==> config.mk <==
export PLATFORM = sky130hd
export DESIGN_NAME = mdl_timer25k_seq
export DESIGN_NICKNAME = d
export VERILOG_FILES = /design/src/rtl/mdl_timer25k_seq.sv
export SDC_FILE = /design/constraint.sdc
export NUM_CORES = 1
export LEC_CHECK = 0
export BUFFER_PORTS_ARGS = -buffer_cell sky130_fd_sc_hd__buf_4
export CAP_MARGIN = 20
export CORE_UTILIZATION = 48
export DETAILED_ROUTE_END_ITERATION = 12
export PLACE_DENSITY = 0.77
export SYNTH_ARGS = -nofsm -noshare
export SYNTH_HDL_FRONTEND = slang
export SYNTH_SLANG_ARGS = --single-unit
==> constraint.sdc <==
create_clock -name i_MCLK -period 2.3 [get_ports i_MCLK]
set_input_delay 0.115 -clock i_MCLK [delete_from_list [all_inputs] [get_ports i_MCLK]]
set_output_delay 0.115 -clock i_MCLK [all_outputs]
set_load 0.01 [all_outputs]
==> src/rtl/mdl_timer25k_seq.sv <==
// mdl_timer25k_seq: sequencer for the serial 12-bit timeout counter.
// Drives count-enable / output-latch load, arbitrates snapshot requests,
// and turns TIMEOVER into timeout events with bounded automatic retry.
// All state advances only on the 2 MHz clock enable; a registered output
// "pulses in slot s" when it is set by the slot-s PCEN and held one PCEN.
module mdl_timer25k_seq #(
  parameter int unsigned MAX_RETRY = 3,
  parameter int unsigned RETRY_W   = 2
) (
  input  logic               i_MCLK,
  input  logic               i_RST_n,
  input  logic               i_CLK2M_PCEN_n,
  input  logic [19:0]        i_ROT20_n,
  input  logic               i_START,
  input  logic               i_STOP,
  input  logic               i_SNAP_REQ_HOST,
  input  logic               i_SNAP_REQ_FSM,
  input  logic               i_TIMER25K_TIMEOVER_n,
  output logic               o_TIMER25K_CNT,
  output logic               o_TIMER25K_OUTLATCH_LD_n,
  output logic               o_SNAP_ACK_HOST,
  output logic               o_SNAP_ACK_FSM,
  output logic               o_BUSY,
  output logic               o_TIMEOUT,
  output logic               o_FAULT,
  output logic [RETRY_W-1:0] o_RETRY_CNT
);

  typedef enum logic [2:0] {
    S_IDLE    = 3'd0,
    S_CLEAR   = 3'd1,
    S_RUN     = 3'd2,
    S_EXPIRED = 3'd3,
    S_FAULT   = 3'd4
  } state_t;

  state_t             r_state;
  logic               r_cnt;
  logic               r_ld_n;
  logic               r_ack_h;
  logic               r_ack_f;
  logic               r_busy;
  logic               r_timeout;
  logic               r_fault;
  logic [RETRY_W-1:0] r_retry;
  logic               r_start_l;
  logic               r_stop_l;
  logic               r_pend_h;
  logic               r_pend_f;
  logic               r_host_lost;
  logic               r_srv_h;
  logic               r_srv_f;

  logic w_pcen;
  logic w_slot13;
  logic w_slot14;
  logic w_slot19;
  logic w_start;
  logic w_stop;
  logic w_retry_left;
  logic w_pick_h;
  logic w_pick_f;
  logic w_unused_slots;

  assign w_pcen         = ~i_CLK2M_PCEN_n;
  assign w_slot13       = ~i_ROT20_n[13];
  assign w_slot14       = ~i_ROT20_n[14];
  assign w_slot19       = ~i_ROT20_n[19];
  assign w_unused_slots = ^{i_ROT20_n[18:15], i_ROT20_n[12:0]};

  // START/STOP seen anywhere in the frame count at the slot-19 commit
  assign w_start      = r_start_l | i_START;
  assign w_stop       = r_stop_l | i_STOP;
  assign w_retry_left = (r_retry < RETRY_W'(MAX_RETRY));

  // FSM over host, unless host lost the last contested arbitration
  assign w_pick_h = r_pend_h & (~r_pend_f | r_host_lost);
  assign w_pick_f = r_pend_f & ~w_pick_h;

  // Timer control FSM with registered outputs
  always_ff @(posedge i_MCLK or negedge i_RST_n) begin
    if (!i_RST_n) begin
      r_state   <= S_IDLE;
      r_cnt     <= 1'b0;
      r_busy    <= 1'b0;
      r_timeout <= 1'b0;
      r_fault   <= 1'b0;
      r_retry   <= '0;
      r_start_l <= 1'b0;
      r_stop_l  <= 1'b0;
    end else if (w_pcen) begin
      r_timeout <= 1'b0;
      if (w_slot19) begin
        r_start_l <= 1'b0;
        r_stop_l  <= 1'b0;
      end else begin
        r_start_l <= w_start;
        r_stop_l  <= w_stop;
      end
      case (r_state)
        S_IDLE: begin
          if (w_slot19 && w_start && !w_stop) begin
            r_state <= S_CLEAR;
            r_busy  <= 1'b1;
            r_retry <= '0;
          end
        end
        S_CLEAR: begin
          if (w_slot19) begin
            if (w_stop) begin
              r_state <= S_IDLE;
              r_busy  <= 1'b0;
            end else begin
              r_state <= S_RUN;
              r_cnt   <= 1'b1;
            end
          end
        end
        S_RUN: begin
          if (w_slot13 && !i_TIMER25K_TIMEOVER_n) begin
            r_state   <= S_EXPIRED;
            r_timeout <= 1'b1;
          end else if (w_slot19 && w_stop) begin
            r_state <= S_IDLE;
            r_cnt   <= 1'b0;
            r_busy  <= 1'b0;
          end
        end
        S_EXPIRED: begin
          if (w_slot19) begin
            r_cnt <= 1'b0;
            if (w_stop) begin
              r_state <= S_IDLE;
              r_busy  <= 1'b0;
            end else if (w_retry_left) begin
              r_state <= S_CLEAR;
              r_retry <= r_retry + RETRY_W'(1);
            end else begin
              r_state <= S_FAULT;
              r_busy  <= 1'b0;
              r_fault <= 1'b1;
            end
          end
        end
        S_FAULT: begin
          if (w_slot19 && w_stop) begin
            r_state <= S_IDLE;
            r_fault <= 1'b0;
            r_retry <= '0;
          end
        end
        default: begin
          r_state <= S_IDLE;
          r_cnt   <= 1'b0;
          r_busy  <= 1'b0;
        end
      endcase
    end
  end

  // Snapshot pending flags, slot-13 latch load and slot-14 acknowledge
  always_ff @(posedge i_MCLK or negedge i_RST_n) begin
    if (!i_RST_n) begin
      r_pend_h    <= 1'b0;
      r_pend_f    <= 1'b0;
      r_host_lost <= 1'b0;
      r_srv_h     <= 1'b0;
      r_srv_f     <= 1'b0;
      r_ld_n      <= 1'b1;
      r_ack_h     <= 1'b0;
      r_ack_f     <= 1'b0;
    end else if (w_pcen) begin
      r_pend_h <= (r_pend_h & ~(w_slot13 & w_pick_h)) | i_SNAP_REQ_HOST;
      r_pend_f <= (r_pend_f & ~(w_slot13 & w_pick_f)) | i_SNAP_REQ_FSM;
      r_ld_n   <= ~(w_slot13 & (r_pend_h | r_pend_f));
      r_ack_h  <= w_slot14 & r_srv_h;
      r_ack_f  <= w_slot14 & r_srv_f;
      if (w_slot13) begin
        r_srv_h <= w_pick_h;
        r_srv_f <= w_pick_f;
        if (w_pick_f && r_pend_h) begin
          r_host_lost <= 1'b1;
        end else if (w_pick_h) begin
          r_host_lost <= 1'b0;
        end
      end
    end
  end

  assign o_TIMER25K_CNT           = r_cnt;
  assign o_TIMER25K_OUTLATCH_LD_n = r_ld_n;
  assign o_SNAP_ACK_HOST          = r_ack_h;
  assign o_SNAP_ACK_FSM           = r_ack_f;
  assign o_BUSY                   = r_busy;
  assign o_TIMEOUT                = r_timeout;
  assign o_FAULT                  = r_fault;
  assign o_RETRY_CNT              = r_retry;

endmodule
# Word-level counts from Yosys, hierarchy flattened
# Cells that the tools add are included.
[word_totals]
wordCells = 117
register_bits = 19
input_bits = 28
output_inout_bits = 9
[classes]
n_mux = 38
add_sub_neg = 1
bitwise = 26
n_eq_ne = 16
n_lt_le_gt_ge = 1
n_reduce_logical = 19
[op_table]
columns = ["operator", "n"]
rows = [
  ["inequality test 2 bit (second input constant)", 11],
  ["two-way mux 3 bit", 7],
  ["two-way mux 1 bit", 20],
  ["case mux 3 bit (5 select lines)", 1],
  ["AND reduction 7 bit", 2],
  ["two-way mux 2 bit", 6],
  ["inverter 1 bit", 11],
  ["bitwise AND 1 bit", 9],
  ["AND reduction 9 bit", 1],
  ["== test 3 x 2 -> 1 bit (second input constant)", 2],
  ["OR 1 bit", 6],
  ["case mux 2 bit (3 select lines)", 1],
  ["AND reduction 6 bit", 1],
  ["logical AND 1 bit", 5],
  ["case mux 1 bit (5 select lines)", 1],
  ["case mux 1 bit (4 select lines)", 1],
  ["AND reduction 4 bit", 1],
  ["nonzero test 2 bit", 2],
  ["== test 3 x 1 -> 1 bit (second input constant)", 1],
  ["== test 3 bit (second input constant)", 1],
  ["logical NOT 3 bit", 1],
  ["inequality test 3 bit (second input constant)", 1],
  ["AND reduction 3 bit", 1],
  ["nonzero test 3 bit", 1],
  ["other kinds (6)", 7],
]

# Longest topological paths before layout
[logic_depth]
word_depth = 9
mapped_depth = 7

# Worst setup path before layout
# Ideal clock, no wire load.
[synth_path]
kind = "reg2reg"
start = "register r_state[2]"
end = "register r_cnt, in the netlist o_TIMER25K_CNT"
stages_incl_launch_ff = 7
period_less_slack_ps = 1614
path_buffers = 2
setup_ps = 128
path_slack_ps = 686
arrival_time_ps = 1486
path_cell_list = "dfrtp_1 buf_6 and3b_1 buf_6 a21o_1 a311oi_1 mux2_1"
[synth_between]
elab_chain_len = 4
[synth_lines]
columns = ["item", "line", "rtl"]
rows = [
  ["from (decl)", "37", "state_t r_state;"],
  ["from (signal assigned)", "83", "r_state <= S_IDLE;"],
  ["from (signal assigned)", "103", "r_state <= S_CLEAR;"],
  ["from (signal assigned)", "111", "r_state <= S_IDLE;"],
  ["== test 3 bit or logical NOT 3 bit (tied branches)", "100", "case (r_state)"],
  ["OR reduction 2 bit (no source line)", "-", ""],
  ["inverter 1 bit (no source line)", "-", ""],
  ["AND reduction 7 bit (no source line)", "-", ""],
  ["to (signal assigned)", "115", "r_cnt <= 1'b1;"],
  ["to (signal assigned)", "125", "r_cnt <= 1'b0;"],
  ["to (signal assigned)", "131", "r_cnt <= 1'b0;"],
  ["to (decl)", "38", "logic r_cnt;"],
]
# Parallel ways exist; a longest one is shown, timed or not.
# A chain may end at the register's enable or synchronous reset.

# Worst setup path after layout
[layout_path]
start = "register r_state[0]"
end = "register r_cnt, in the netlist o_TIMER25K_CNT"
# Same word-level chain as after synthesis.

==> impl_metrics.ini <==
[outcome]
status = complete, no violations

[logic_synthesis]
syn_area_um2 = 1030
yosys_register_bits = 19
syn_avg_cell_area_um2 = 10.2
ys.flop_type = dfrtp_1
synth_cell_types = 37
async_flop_share_pct = 100
ys_warn_count = 0
ys_seq_area_share_pct = 46.2
syn_inst = 101
synth_edf_count = 0
synthesis.nets = 130

[cts]
holdBufCountCts = 1
clk_latency_ns = 0.29
cts_setup_buffers = 0
cts_root_buf = clkbuf_4
cts_resized = 0
cts_tree = yes
htreeDepth = 1
cts_inserted_buffers = 3
clock_path_buffers = 2
cts.sinks = 19
clkTransAtPathRegs_ns = 0.10

[pwr]
clkPwrFrac_pct = 15.9
seq_power_share_pct = 49.0
comb_power_share_pct = 35.1
p_int_mw = 0.664
power_density_nw_per_um2 = 869
power_switching_mw = 0.375
power.total_mw = 1.04
ir_drop_mv = 0.557
p_leak_nw = 0.558
swShare_pct = 36.0

[sta]
final_hold_viol_count = 0
worst_slew_pin_slew_ns = 0.489
finClkSkew_ns = 0.000524
fmax_mhz = 555
fin_setup_tns_ns = 0
setup_viol = 0
period_minus_slack_ns = 1.80
final_max_slew_viol_count = 0
min_period_over_period_pct = 78.4
rsz0062_at_grt = false
relSlewSlack_pct = 67.0

[placement]
gp_congestion = 0.789
place_inst = 143
hpwl_um = 1510
port_buffers = 19

[die]
die_y_um = 48.3
die_w_um = 48.3
start_util_pct = 52.0
io_pins = 37
num_rows = 16
core_um2 = 1980
die_area_um2 = 2340

[routing]
drtAntennaViolNets = 0
wl_um = 1990
drc = 0
drt_iter0_markers = 16
avgViaCountPerCell = 5.59
vias = 827
routedWlPerCell_um = 13.4
dr.pass1.iters = 4

[finish]
nets = 151
ff_latch_area_um2 = 477
syn_to_final_growth_pct = 16.0
post-route-util_pct = 60.4
drive_gt1_share_pct = 27.3
final_common_cell = buf_4
n_fill_cell = 173
antennaDiodeCount = 0
multiInputGateArea_um2 = 488
layout.cells.non_filler = 148
final_cell_mix = buf_4 (19), dfrtp_1 (18), nor2_1 (11)

[grt]
antenna_found_initial = 0
grt_pass1_vias = 740
overflow = 0
grt_pass1_wl_um = 3430
track_usage_pct = 19.1
grt_max_degree = 20

[worst_setup_path]
worst-path-buf-inv = 0
critPathSlowestCell = dfrtp_1
worstPathMaxFanout = 12
worstSetupPathType = reg -> reg
cp-start-kind = register
required_ns = 2.48
critPathCaptureType = register
max_stage_delay_ns = 0.53
path_delay_family = flip-flops
arrival_ns = 1.99
crit_chain = and3b_1 -> a21o_1 -> a311oi_1 -> mux2_1

[run]
maxCapViolations = 0

[worst_hold_path]
hold_path.class = in -> reg
[worst register-to-register path, cell delays in order (launching register included)]
cell      delay [ns]
dfrtp_1         0.53
and3b_1         0.31
a21o_1          0.23
a311oi_1        0.28
mux2_1          0.35
[cell usage after synthesis (2+ instances only)]
cell,number,area [µm²]
mux2_2,2,22.5
nor2_1,11,41.3
nand2_1,8,30.0
a31oi_1,5,31.3
or2_2,3,18.8
a21oi_1,5,25.0
o2bb2ai_1,2,17.5
buf_6,3,33.8
o21ba_2,2,20.0
nor3_1,2,10.0
nand3_1,2,10.0
o21ai_0,8,40.0
inv_1,5,18.8
dfrtp_1,18,450
a22o_1,3,26.3
[worst paths after layout]
check	startpoint	end	slack, ns	cells after the start
max in group asynchronous	i_RST_n	o_TIMER25K_OUTLATCH_LD_n	1.83	2
max reg2reg	r_state[0]	o_TIMER25K_CNT	0.50	4
min	i_CLK2M_PCEN_n	o_TIMER25K_OUTLATCH_LD_n	0.03	2
max	r_state[0]	o_TIMER25K_CNT	0.50	4
min in group asynchronous	i_RST_n	r_state[2]	0.21	2
min reg2reg	o_TIMER25K_OUTLATCH_LD_n	o_TIMER25K_OUTLATCH_LD_n	0.47	2
[registers in the layout (all words and copies together) (netlist names)]
signal and count:
r_state 3, o_RETRY_CNT 2, o_BUSY 1, o_FAULT 1, o_SNAP_ACK_FSM 1, o_SNAP_ACK_HOST 1, o_TIMEOUT 1, o_TIMER25K_CNT 1
o_TIMER25K_OUTLATCH_LD_n 1, r_host_lost 1, r_pend_f 1, r_pend_h 1, r_srv_f 1, r_srv_h 1, r_start_l 1, r_stop_l 1
[metrics by stage]
stage | hold WS, ns | area, µm² | setup WS, ns
final | 0.0330 | 1200 | 0.497
after detailed placement | 0.000438 | 1160 | 0.503
after global placement | -0.000165 | 1160 | 0.538
after CTS | 0.0274 | 1200 | 0.495
after floorplan | -0.181 | 1030 | 0.686
after global routing | 0.0135 | 1200 | 0.357
[logic make-up after synthesis]
logic type / after synthesis / share of synthesized area [%]
compound gates: 34 / 22.5
fa+ha+maj: 1 / 1.21
buf+inv: 9 / 6.43
flops: 19 / 46.2
mux: 3 / 3.28
simple gates: 35 / 20.4
[power groups by stage]
stage	clock [mW]	sequential, mW	combinational (mW)
after floorplan	0	0.495	0.278
after global placement	0	0.509	0.354
after detailed placement	0	0.516	0.364
after CTS	0.171	0.507	0.367
after global routing	0.191	0.524	0.409
final	0.165	0.509	0.365
[cell type report]
cell class	count	share of cell area, %
Sequential cell	19	39.9
Inverter	5	1.57
Clock buffer	4	2.20
Timing Repair Buffer	20	12.8
Multi-Input combinational cell	73	40.8
Tap cell	27	2.82
[layer usage]
| metal | up-vias | part of all wire, % | track usage, % |
|---|---|---|---|
| met5 | - | 0 | 0 |
| met4 | 0 | 0.96 | 7.35 |
| met3 | 4 | 4.4 | 3.14 |
| met2 | 20 | 46 | 29.3 |
| met1 | 397 | 49 | 27.3 |
| li1 | 406 | - | - |
(Power assumes the default switching activity.)
